[src/rtl/up_down_timer.sv]
// up_down_timer: loadable up/down counter with terminal-count pulse,
// auto-reload or one-shot behaviour, and a three-state run controller.
//
// Build option: define UP_DOWN_TIMER_PRESCALE_EN to add a PRESC_WIDTH-bit
// prescaler (and the io_prescale port) that divides the tick rate by
// io_prescale+1. With the macro undefined every cycle in COUNT is a tick.
//
// Load strobe semantics: io_load is a single-cycle strobe with no
// back-pressure. Whenever it is high in a cycle (and reset is low), the
// count takes io_load_val on the next rising edge, that cycle produces no
// tick and no io_tc, and the prescaler restarts from zero.
//
// dbg_state exposes the controller state (0 = IDLE, 1 = COUNT, 2 = DONE).

module up_down_timer #(
    parameter int WIDTH       = 32,
    parameter int PRESC_WIDTH = 16
) (
    input  logic                   clock,
    input  logic                   reset,
    input  logic                   io_en,
    input  logic                   io_dir,
    input  logic                   io_oneshot,
    input  logic                   io_load,
    input  logic [WIDTH-1:0]       io_load_val,
    input  logic [WIDTH-1:0]       io_count_max,
`ifdef UP_DOWN_TIMER_PRESCALE_EN
    input  logic [PRESC_WIDTH-1:0] io_prescale,
`endif
    output logic [WIDTH-1:0]       io_count,
    output logic                   io_tc,
    output logic                   io_done,
    output logic [1:0]             dbg_state
);

    typedef enum logic [1:0] {
        S_IDLE  = 2'd0,
        S_COUNT = 2'd1,
        S_DONE  = 2'd2
    } state_t;

    // Parameter sanity: both widths must describe at least one bit.
    if (WIDTH < 1 || PRESC_WIDTH < 1) begin : g_bad_param
        $error("up_down_timer: WIDTH and PRESC_WIDTH must be >= 1");
    end

    state_t           state_q;
    state_t           state_d;
    logic [WIDTH-1:0] count_q;
    logic [WIDTH-1:0] count_d;
    logic             tc_q;
    logic             tc_d;
    logic             tick;
    logic             terminal;

`ifdef UP_DOWN_TIMER_PRESCALE_EN
    logic [PRESC_WIDTH-1:0] presc_q;
    logic [PRESC_WIDTH-1:0] presc_d;
    logic                   presc_hit;

    // Prescaler reaches its divisor. A ">=" compare means lowering
    // io_prescale below the running value fires at once instead of
    // wrapping through the whole prescaler range.
    assign presc_hit = (presc_q >= io_prescale);

    // A tick needs an enabled COUNT cycle, no load, and a prescaler hit.
    assign tick = (state_q == S_COUNT) && io_en && !io_load && presc_hit;

    // Prescaler advances only while actively counting; anything else
    // (leaving COUNT, dropping enable, a load) restarts it from zero.
    always_comb begin
        presc_d = '0;
        if (state_q == S_COUNT && io_en && !io_load) begin
            if (presc_hit) begin
                presc_d = '0;
            end else begin
                presc_d = presc_q + 1'b1;
            end
        end
    end

    // Prescaler register.
    always_ff @(posedge clock) begin
        if (reset) begin
            presc_q <= '0;
        end else begin
            presc_q <= presc_d;
        end
    end
`else
    // Without a prescaler every enabled, non-load COUNT cycle is a tick.
    // A cycle in which io_en has already dropped is the exit from COUNT
    // and does not advance the count.
    assign tick = (state_q == S_COUNT) && io_en && !io_load;
`endif

    // Terminal condition for the current direction. Counting up, anything
    // at or above the limit is terminal so a loaded value or a lowered
    // limit never lets the count climb past io_count_max.
    always_comb begin
        terminal = 1'b0;
        if (io_dir) begin
            terminal = (count_q == '0);
        end else begin
            terminal = (count_q >= io_count_max);
        end
    end

    // Next count and terminal pulse: load first, then tick, else hold.
    always_comb begin
        count_d = count_q;
        tc_d    = 1'b0;
        if (io_load) begin
            count_d = io_load_val;
        end else if (tick) begin
            if (terminal) begin
                tc_d = 1'b1;
                if (io_oneshot) begin
                    count_d = count_q;
                end else if (io_dir) begin
                    count_d = io_count_max;
                end else begin
                    count_d = '0;
                end
            end else if (io_dir) begin
                count_d = count_q - 1'b1;
            end else begin
                count_d = count_q + 1'b1;
            end
        end
    end

    // Run controller next-state logic.
    always_comb begin
        state_d = state_q;
        case (state_q)
            S_IDLE: begin
                if (io_en) begin
                    state_d = S_COUNT;
                end
            end
            S_COUNT: begin
                if (!io_en) begin
                    state_d = S_IDLE;
                end else if (tick && terminal && io_oneshot) begin
                    state_d = S_DONE;
                end
            end
            S_DONE: begin
                if (!io_en) begin
                    state_d = S_IDLE;
                end else if (io_load) begin
                    state_d = S_COUNT;
                end
            end
            default: begin
                state_d = S_IDLE;
            end
        endcase
    end

    // State, count and pulse registers; reset overrides every input.
    always_ff @(posedge clock) begin
        if (reset) begin
            state_q <= S_IDLE;
            count_q <= '0;
            tc_q    <= 1'b0;
        end else begin
            state_q <= state_d;
            count_q <= count_d;
            tc_q    <= tc_d;
        end
    end

    assign io_count  = count_q;
    assign io_tc     = tc_q;
    assign io_done   = (state_q == S_DONE);
    assign dbg_state = state_q;

endmodule

[config.mk]
export PLATFORM = sky130hd
export DESIGN_NAME = up_down_timer
export DESIGN_NICKNAME = d
export VERILOG_FILES = /design/src/rtl/up_down_timer.sv
export SDC_FILE = /design/constraint.sdc
export NUM_CORES = 1
export LEC_CHECK = 0
export BUFFER_PORTS_ARGS = -buffer_cell sky130_fd_sc_hd__buf_2
export CORE_MARGIN = 2
export CORE_UTILIZATION = 40
export CTS_CLUSTER_DIAMETER = 40
export CTS_CLUSTER_SIZE = 28
export DETAILED_ROUTE_END_ITERATION = 12
export GPL_TIMING_DRIVEN = 0
export PLACE_DENSITY = 0.59
export SYNTH_ARGS = -nofsm -noshare
export SYNTH_HDL_FRONTEND = slang
export SYNTH_SLANG_ARGS = --single-unit
export TNS_END_PERCENT = 1
[constraint.sdc]
create_clock -name clock -period 3.2 [get_ports clock]
set_input_delay 0.48 -clock clock [delete_from_list [all_inputs] [get_ports clock]]
set_output_delay 0.48 -clock clock [all_outputs]
set_load 0.03 [all_outputs]
# Yosys cells after proc, flatten, opt, wreduce, memory -nomap -nowiden
# Index checks and enable logic that the tools add are counted.
# word_totals
in_bits	70
register_bits	35
word_cells	38
output_inout_bits	36
# classes
bitwise	1
magnitude_cmp	1
reduce_logical	11
eq_ne	6
n_addsub	2
muxes	14
# op_table
operator	count
$mux W32	6
$add A32 B1 Y32 const B	1
$ge A32 B32 Y1	1
$logic_not A32 Y1	1
$sub A32 B1 Y32 const B	1
$mux W2	5
$ne A3 B3 Y1 const B	2
$pmux W2 S3	1
$logic_and A1 B1 Y1	4
$ne A3 B2 Y1 const B	1
$reduce_and A3 Y1	1
$reduce_or A3 Y1	1
$eq A2 B1 Y1 const B	1
$eq A2 B2 Y1 const B	1
$logic_not A2 Y1	1
$mux W1	2
$ne A2 B2 Y1 const B	1
$reduce_and A2 Y1	1
$reduce_bool A2 Y1	1
$logic_not A1 Y1	1
$not A1 Y1	1

# Depth between registers and ports, before layout
# Gate-level depths: netlist of the first run.
# logic_depth
word_depth	8
depth_mapped	12
mapped_depth_nobuf	11

# Worst setup path before layout of the first run
# Ideal clock, no wire load.
# synth_timing
path_type	reg-to-reg
startpoint	register count_q[0], in the netlist io_count[0]
endpoint	register count_q[28], in the netlist io_count[28]
synth_period_minus_slack_ps	2925
setup_ps	87
arrival_time_ps	2838
path_buffers	0
required_time_ps	3113
path_slack_ps	275
stages_incl_launch_ff	12
path_cell_list	dfxtp_1 inv_1 fa_1 or2b_1 a21oi_1 o21ai_1 a211oi_4 o21ai_4 o41ai_2 mux2i_1 a31oi_1 o31ai_1
# synth_between
elab_chain_len	5
word_cells_on_any_way	11
classes_between	add/sub: 2; order compare: 1; eq/ne: 1; mux: 5; reduce/logical: 2
# synth_rtl
item	line_no	text
start, declared	49	logic [WIDTH-1:0] count_q;
start signal, assigned	170	count_q <= count_d;
$add A32 B1 Y32, or another cell as far along	128	count_d = count_q + 1'b1;
$mux W32 / $mux W1 (equally long branches)	125, 102	
$mux W32	116	if (terminal) begin
$mux W32	115	end else if (tick) begin
$mux W32	113	if (io_load) begin
# Parallel ways exist; a longest one is shown, timed or not. The select of a mux whose other input is x is not followed.
# A chain may end at the register's enable or synchronous reset.

# Worst setup path in the final report of the first run
# layout_timing
startpoint	register count_q[31], in the netlist io_count[31]
endpoint	register count_q[15], in the netlist io_count[15]
# layout_between
elab_chain_len	5
word_cells_on_any_way	8
classes_between	order compare: 1; eq/ne: 1; mux: 4; reduce/logical: 2
# layout_rtl
item	line_no	text
$ge A32 B32 Y1 / $logic_not A32 Y1 (equally long branches)	105, 103	
$mux W1 *	102	if (io_dir) begin
$mux W32	116	
$mux W32	115	
$mux W32	113	
# Every way passes the cells marked *; elsewhere a longest branch is shown, timed or not. The select of a mux whose other input is x is not followed.

==> results.sh, run 1 <==
export IMPL_hold_depth=3
export IMPL_cellPowerDensity_nw_per_um2=355
export IMPL_yosysTopAreaCell="ha_1"
export IMPL_crit_reg2reg_launch="io_count[31]"
export IMPL_antenna_cells=0
export IMPL_max_clock_freq_ghz=0.323
export IMPL_max_stage_delay_ns=0.45
export IMPL_cts_tree="built"
export IMPL_ys_types=74
export IMPL_power_frac_comb_pct=52.9
export IMPL_critPathLaunchType="flop"
export IMPL_critPathBufInv=1
export IMPL_cp_max_fo=10
export IMPL_setup_viol_count_final=0
export IMPL_grt_max_degree=36
export IMPL_r2r_end="io_count[15]"
export IMPL_arrival_ns=3.26
export IMPL_synth_edf_count=0
export IMPL_hpwl_um=13100
export IMPL_hold_ws_ns=0.444
export IMPL_ys_ff_latch=35
export IMPL_netlist_area_um2=4500
export IMPL_p_sw_share_pct=46.6
export IMPL_busiest_layer="met2"
export IMPL_antenna_left=0
export IMPL_vias_per_cell=6.09
export IMPL_start_util_pct=41.3
export IMPL_fillerInstances=1129
export IMPL_cts_root_buffer="clkbuf_8"
export IMPL_dieArea_um2=12100
export IMPL_ys_async_sr_fraction_pct=0
export IMPL_drt_total_wl_um=17200
export IMPL_avgSynthCellArea_um2=7.46
export IMPL_drc_errors=0
export IMPL_synthTopCellsByArea="ha_1 17%, dfxtp_1 16%, a21oi_1 7.1%"
export IMPL_yosys_warnings=0
export IMPL_yosysTopAreaCellShare_pct=17.3
export IMPL_relSlewSlack_pct=51.5
export IMPL_cp_depth=10
export IMPL_ir_drop_mv=0.184
export IMPL_synth_top_flop_cell="dfxtp_1"
export IMPL_required_ns=3.36
export IMPL_worstMarginPinSlew_ns=0.727
export IMPL_worstSetupEndpointType="flop"
export IMPL_htreeDepth=2
export IMPL_ys_seq_area_share_pct=15.6
export IMPL_met2_usage_pct=49.7
export IMPL_min_to="io_count[25]"
export IMPL_port_buffers=104
export IMPL_die_x_um=110
export IMPL_place_area_um2=5190
export IMPL_period_share_pct=96.7
export IMPL_skew_ns=0.00681
export IMPL_synth_most_common_cell="a21oi_1"
export IMPL_p_switching_w=0.000888
export IMPL_pwr_share_clk_pct=18.6
export IMPL_io_pins=106
export IMPL_drive_gt1_share_pct=21.6
export IMPL_grt_ovfl_total=0
export IMPL_use_met1_pct=38.1
export IMPL_nets=849
export IMPL_min_path_type="primary input to flop"
export IMPL_min_period_ns=3.10
export IMPL_seqPwrFrac_pct=28.5
export IMPL_area_growth_pct=19.4
export IMPL_core_area_um2=10900
export IMPL_wl_per_cell_um=20.0
export IMPL_p_leak_nw=2.55
export IMPL_grt_pass1_wl_um=26600
export IMPL_setup_ws_ns=0.104
export IMPL_worstRegToRegCells=10
export IMPL_p_int_w=0.00102
export IMPL_antenna_found_initial=0
export IMPL_critPathKind="flop to flop"
export IMPL_clk_pin_slew_worst_paths_ns=0.09
export IMPL_post_place_ws_ns=-0.883
export IMPL_synth_top_cells_by_count="64 x a21oi_1, 62 x ha_1, 51 x nand2_1"
export IMPL_post_route_cell_area_um2=5370
export IMPL_die_height_um=110
export IMPL_cp_top_family="compound AO/OA/AOI/OAI gates"
export IMPL_num_rows=38
export IMPL_use_met3_pct=3.17
export IMPL_syn_nets=736
export IMPL_run_status="finished clean"
export IMPL_netlist_instances=603
export IMPL_slew_viol_final=0
export IMPL_cp_startpoint="io_count[31]"
export IMPL_grtUsageTotal_pct=28.8
export IMPL_clock_latency_ns=0.31
export IMPL_first_pass_iters=5
export IMPL_clockBufferDepth=2
export IMPL_min_from="io_count_max[25]"
export IMPL_hold_violations=0
export IMPL_path_cells="ha_1 > nand4_2 > nor4_2 > o221ai_2 > a31oi_4 > o21a_1 > clkbuf_4 > a31oi_1 > a2111oi_1 > nor3_1"
export IMPL_cts_buffers=5
export IMPL_routabilityCongestion=0.911
export IMPL_cap_viol_max_count=0
export IMPL_num_vias=5220
export IMPL_first_global_vias=5001
export IMPL_drtIter0Drc=336
export IMPL_rrSetupSlack_ns=0.10
export IMPL_cp_slowest_cell="nor4_2"
export IMPL_cts_sinks=35
==> kinds of logic (layout without fill, tap and decap cells) <==
family	after synthesis	after routing	share of synthesized area, %
xor+xnor	18	18	3.51
buf+inv	71	185	6.68
flops	35	35	15.6
fa+ha+maj	63	63	17.7
mux	9	9	2.06
compound gates	230	230	35.1
simple gates	177	177	19.4
==> power by group through the flow <==
| stage | combinational [W] | sequential (W) | clock, W |
|---|---|---|---|
| 3_3_place_gp | 0.000950 | 0.000550 | 0 |
| 4_1_cts | 0.000978 | 0.000541 | 0.000354 |
| 2_1_floorplan | 0.000617 | 0.000603 | 0 |
| 5_1_grt | 0.00111 | 0.000549 | 0.000370 |
| 6_report | 0.00101 | 0.000543 | 0.000355 |
| 3_5_place_dp | 0.000964 | 0.000551 | 0 |
==> placed cells by master (no fill, tap or decap), types with 6 or more instances in the layout <==
master      n
nand2b_1    7
clkbuf_1   20
o211ai_1   16
ha_1       62
buf_2     107
inv_1      39
mux2i_1     7
nor3_1     16
a21o_1     20
nand4_1    12
nor4_1      9
o21ai_0    47
xnor2_1     8
nor2_1     37
nand2_1    51
a211oi_1    6
nand3_1    15
a21oi_1    63
dfxtp_1    34
and3_1      6
xor2_1     10
a31oi_1    12
==> registers in the layout (all words and copies together) (netlist names) <==
signal	cells
dbg_state	2
io_count	32
io_tc	1
==> metal layers <==
layer  share of wire (%)  routed length [µm]
met1                  44                7530
met2                  47                8140
met3                 6.8                1170
met4                 1.8                 306
met5                   0                   0
==> layout make-up <==
cell class | instances | area [µm²] | share of cell area [%]
Buffer | 31 | 158 | 2.94
Sequential cell | 35 | 702 | 13.1
Multi-Input combinational cell | 497 | 3550 | 66.1
Inverter | 40 | 150 | 2.80
Clock buffer | 6 | 72.6 | 1.35
Tap cell | 140 | 175 | 3.26
Clock inverter | 2 | 12.5 | 0.233
Timing Repair Buffer | 106 | 551 | 10.3
==> how the worst max path moves through the flow <==
stage | slack (ns) | to
global route | -0.01 | io_count[24]
CTS | 0.02 | io_count[28]
finish | 0.10 | io_count[15]
detailed placement | -0.88 | io_count[28]
global placement | -0.89 | io_count[28]
floorplan | 0.27 | io_count[28]
==> repair_timing <==
item                       CTS  global route
hold buffers                 0             0
pin swaps                    1             3
gates resized for setup      9            11
setup endpoints to repair   27            19
gates cloned                 0             0
setup buffers                0             2
==> metrics by stage <==
| step | power, W | cells | util [%] | setup TNS, ns |
|---|---|---|---|---|
| floorplan | 0.00122 | 603 | - | 0 |
| finish | 0.00191 | 857 | 49.3 | 0 |
| global route | 0.00203 | 857 | 49.3 | -0.00965 |
| CTS | 0.00187 | 855 | 48.7 | 0 |
| global placement | 0.00150 | 847 | 47.7 | -12.11 |
| detailed placement | 0.00152 | 847 | 47.7 | -12.31 |
==> worst register-to-register path: stages, from the launching register on <==
cell and delay, ns:
dfxtp_1 0.42, ha_1 0.35, nand4_2 0.15, nor4_2 0.45
o221ai_2 0.20, a31oi_4 0.28, o21a_1 0.26, clkbuf_4 0.30
a31oi_1 0.07, a2111oi_1 0.39, nor3_1 0.10
No activity file was read; power rests on OpenSTA's default activity.
==> inputs of run 2 (changes only) <==
CORE_ASPECT_RATIO = 1.5   (was default)
==> run 2 against run 1 <==
Routed wire length up 5.0%; worst setup slack better by 0.052 ns; highest routed layer unchanged; critical path depth down 1; non-clock buffer count up 4; fmax up 1.7%; clock skew up 0.0017 ns; combinational power about the same; sequential share of layout area down 0.35 points; largest cell class unchanged; die area up 0.14%; via count up 0.71%; sequential power about the same.
==> results.sh, run 2 (same netlist as run 1, synthesis figures left out) <==
export IMPL_fillerInstances=1126
export IMPL_hold_violations=0
export IMPL_min_path_type="primary input to flop"
export IMPL_cp_max_fo=8
export IMPL_hpwl_um=13700
export IMPL_critPathKind="flop to flop"
export IMPL_drc_errors=0
export IMPL_port_buffers=104
export IMPL_htreeDepth=2
export IMPL_area_growth_pct=23.2
export IMPL_skew_ns=0.00852
export IMPL_wl_per_cell_um=20.8
export IMPL_first_pass_iters=5
export IMPL_cts_root_buffer="clkbuf_16"
export IMPL_min_from="io_count_max[25]"
export IMPL_clockBufferDepth=2
export IMPL_cellPowerDensity_nw_per_um2=393
export IMPL_num_rows=47
export IMPL_run_status="finished clean"
export IMPL_num_vias=5257
export IMPL_grt_ovfl_total=0
export IMPL_critPathLaunchType="flop"
export IMPL_antenna_left=0
export IMPL_ir_drop_mv=0.224
export IMPL_drive_gt1_share_pct=23.0
export IMPL_relSlewSlack_pct=46.2
export IMPL_grtUsageTotal_pct=28.6
export IMPL_die_height_um=134
export IMPL_dieArea_um2=12100
export IMPL_r2r_end="io_count[20]"
export IMPL_cts_tree="built"
export IMPL_clock_latency_ns=0.30
export IMPL_clk_pin_slew_worst_paths_ns=0.06
export IMPL_slew_viol_final=0
export IMPL_drt_total_wl_um=18000
export IMPL_hold_depth=3
export IMPL_rrSetupSlack_ns=0.16
export IMPL_min_period_ns=3.04
export IMPL_vias_per_cell=6.06
export IMPL_routabilityCongestion=0.974
export IMPL_final_common_cell="buf_2"
export IMPL_max_clock_freq_ghz=0.329
export IMPL_p_leak_nw=2.64
export IMPL_first_global_vias=5107
export IMPL_antenna_found_initial=0
export IMPL_antenna_cells=0
export IMPL_rsz0062_at_grt="no"
export IMPL_core_area_um2=11000
export IMPL_min_to="io_count[25]"
export IMPL_worstMarginPinSlew_ns=0.807
export IMPL_hold_ws_ns=0.463
export IMPL_final_util_pct=50.4
export IMPL_period_share_pct=95.1
export IMPL_crit_reg2reg_launch="io_count[31]"
export IMPL_worstSetupEndpointType="flop"
export IMPL_grt_pass1_wl_um=27000
export IMPL_arrival_ns=3.23
export IMPL_nets=853
export IMPL_worstRegToRegCells=9
export IMPL_io_pins=106
export IMPL_required_ns=3.38
export IMPL_die_x_um=90.6
export IMPL_setup_viol_count_final=0
export IMPL_start_util_pct=40.9
export IMPL_largest_reg_flops=32
export IMPL_layout_common_cells="107 x buf_2, 63 x a21oi_1, 62 x ha_1"
export IMPL_cap_viol_max_count=0
export IMPL_grt_max_degree=36
export IMPL_drtIter0Drc=339
export IMPL_cts_sinks=35
export IMPL_cts_buffers=5
## run 2: cell types whose count changed in the layout (fill, tap and decap cells not counted), sizes merged
| cell | previous run | this run |
|---|---|---|
| buf | 114 | 118 |
| bufinv | 0 | 1 |
| clkinvlp | 1 | 0 |
## run 2: worst max-delay path, stage by stage, from the launching register on
cell      delay (ns)
dfxtp_1         0.38
nor4_1          0.47
nand4_1         0.26
o21ai_0         0.60
o211ai_2        0.28
a31o_1          0.30
buf_6           0.14
nand2_2         0.22
nor3_1          0.10
a31o_1          0.19
## run 2: worst max-delay path by stage
stage | slack [ns] | startpoint | endpoint | depth (start not counted)
floorplan | 0.27 | io_count[0] | io_count[28] | 11
CTS | 0.03 | io_dir | io_count[24] | 12
detailed placement | -0.87 | io_dir | io_count[28] | 12
finish | 0.16 | io_count[31] | io_count[20] | 9
global placement | -0.92 | io_dir | io_count[28] | 12
global route | 0.006 | io_count[17] | io_count[21] | 11
## run 2: cell type report
type	instances	area [µm²]	area share (%)
Clock buffer	6	139	2.51
Sequential cell	35	704	12.7
Timing Repair Buffer	110	606	10.9
Inverter	40	150	2.71
Multi-Input combinational cell	497	3560	64.3
Tap cell	147	184	3.32
Buffer	31	158	2.85
Clock inverter	2	35.0	0.632
## run 2: per-layer routing
metal  part of all wire (%)  vias up  GRT usage [%]
met5                      0        -              0
met3                    5.8       65           2.53
met1                     38     2446           31.6
li1                       -     2515              -
met2                     50      231           52.7
met4                    5.7        0           17.0
## run 2: report_power, final
group / internal (W) / switching (W)
Combinational: 0.000396 / 0.000626
Sequential: 0.000476 / 0.0000662
Clock: 0.000389 / 0.000225
Total: 0.00126 / 0.000917
## run 2: repair_timing
action | in CTS | in global routing
pin swaps | 1 | 8
setup endpoints to repair | 34 | 21
endpoints found under the hold margin | 0 | 0
buffers inserted | 2 | 3
hold buffers | 0 | 0
cloned | 0 | 1
gates resized for setup | 13 | 15
## run 2: metrics by stage
step                total power [W]  cell area (µm²)  instances  setup TNS, ns  worst slack, ns
global route                0.00229             5540        868              0          0.00642
global placement            0.00150             5200        854         -18.71           -0.917
finish                      0.00218             5540        868              0            0.157
CTS                         0.00215             5450        864              0           0.0334
floorplan                   0.00122             4500        603              0            0.275
detailed placement          0.00152             5200        854         -17.68           -0.868
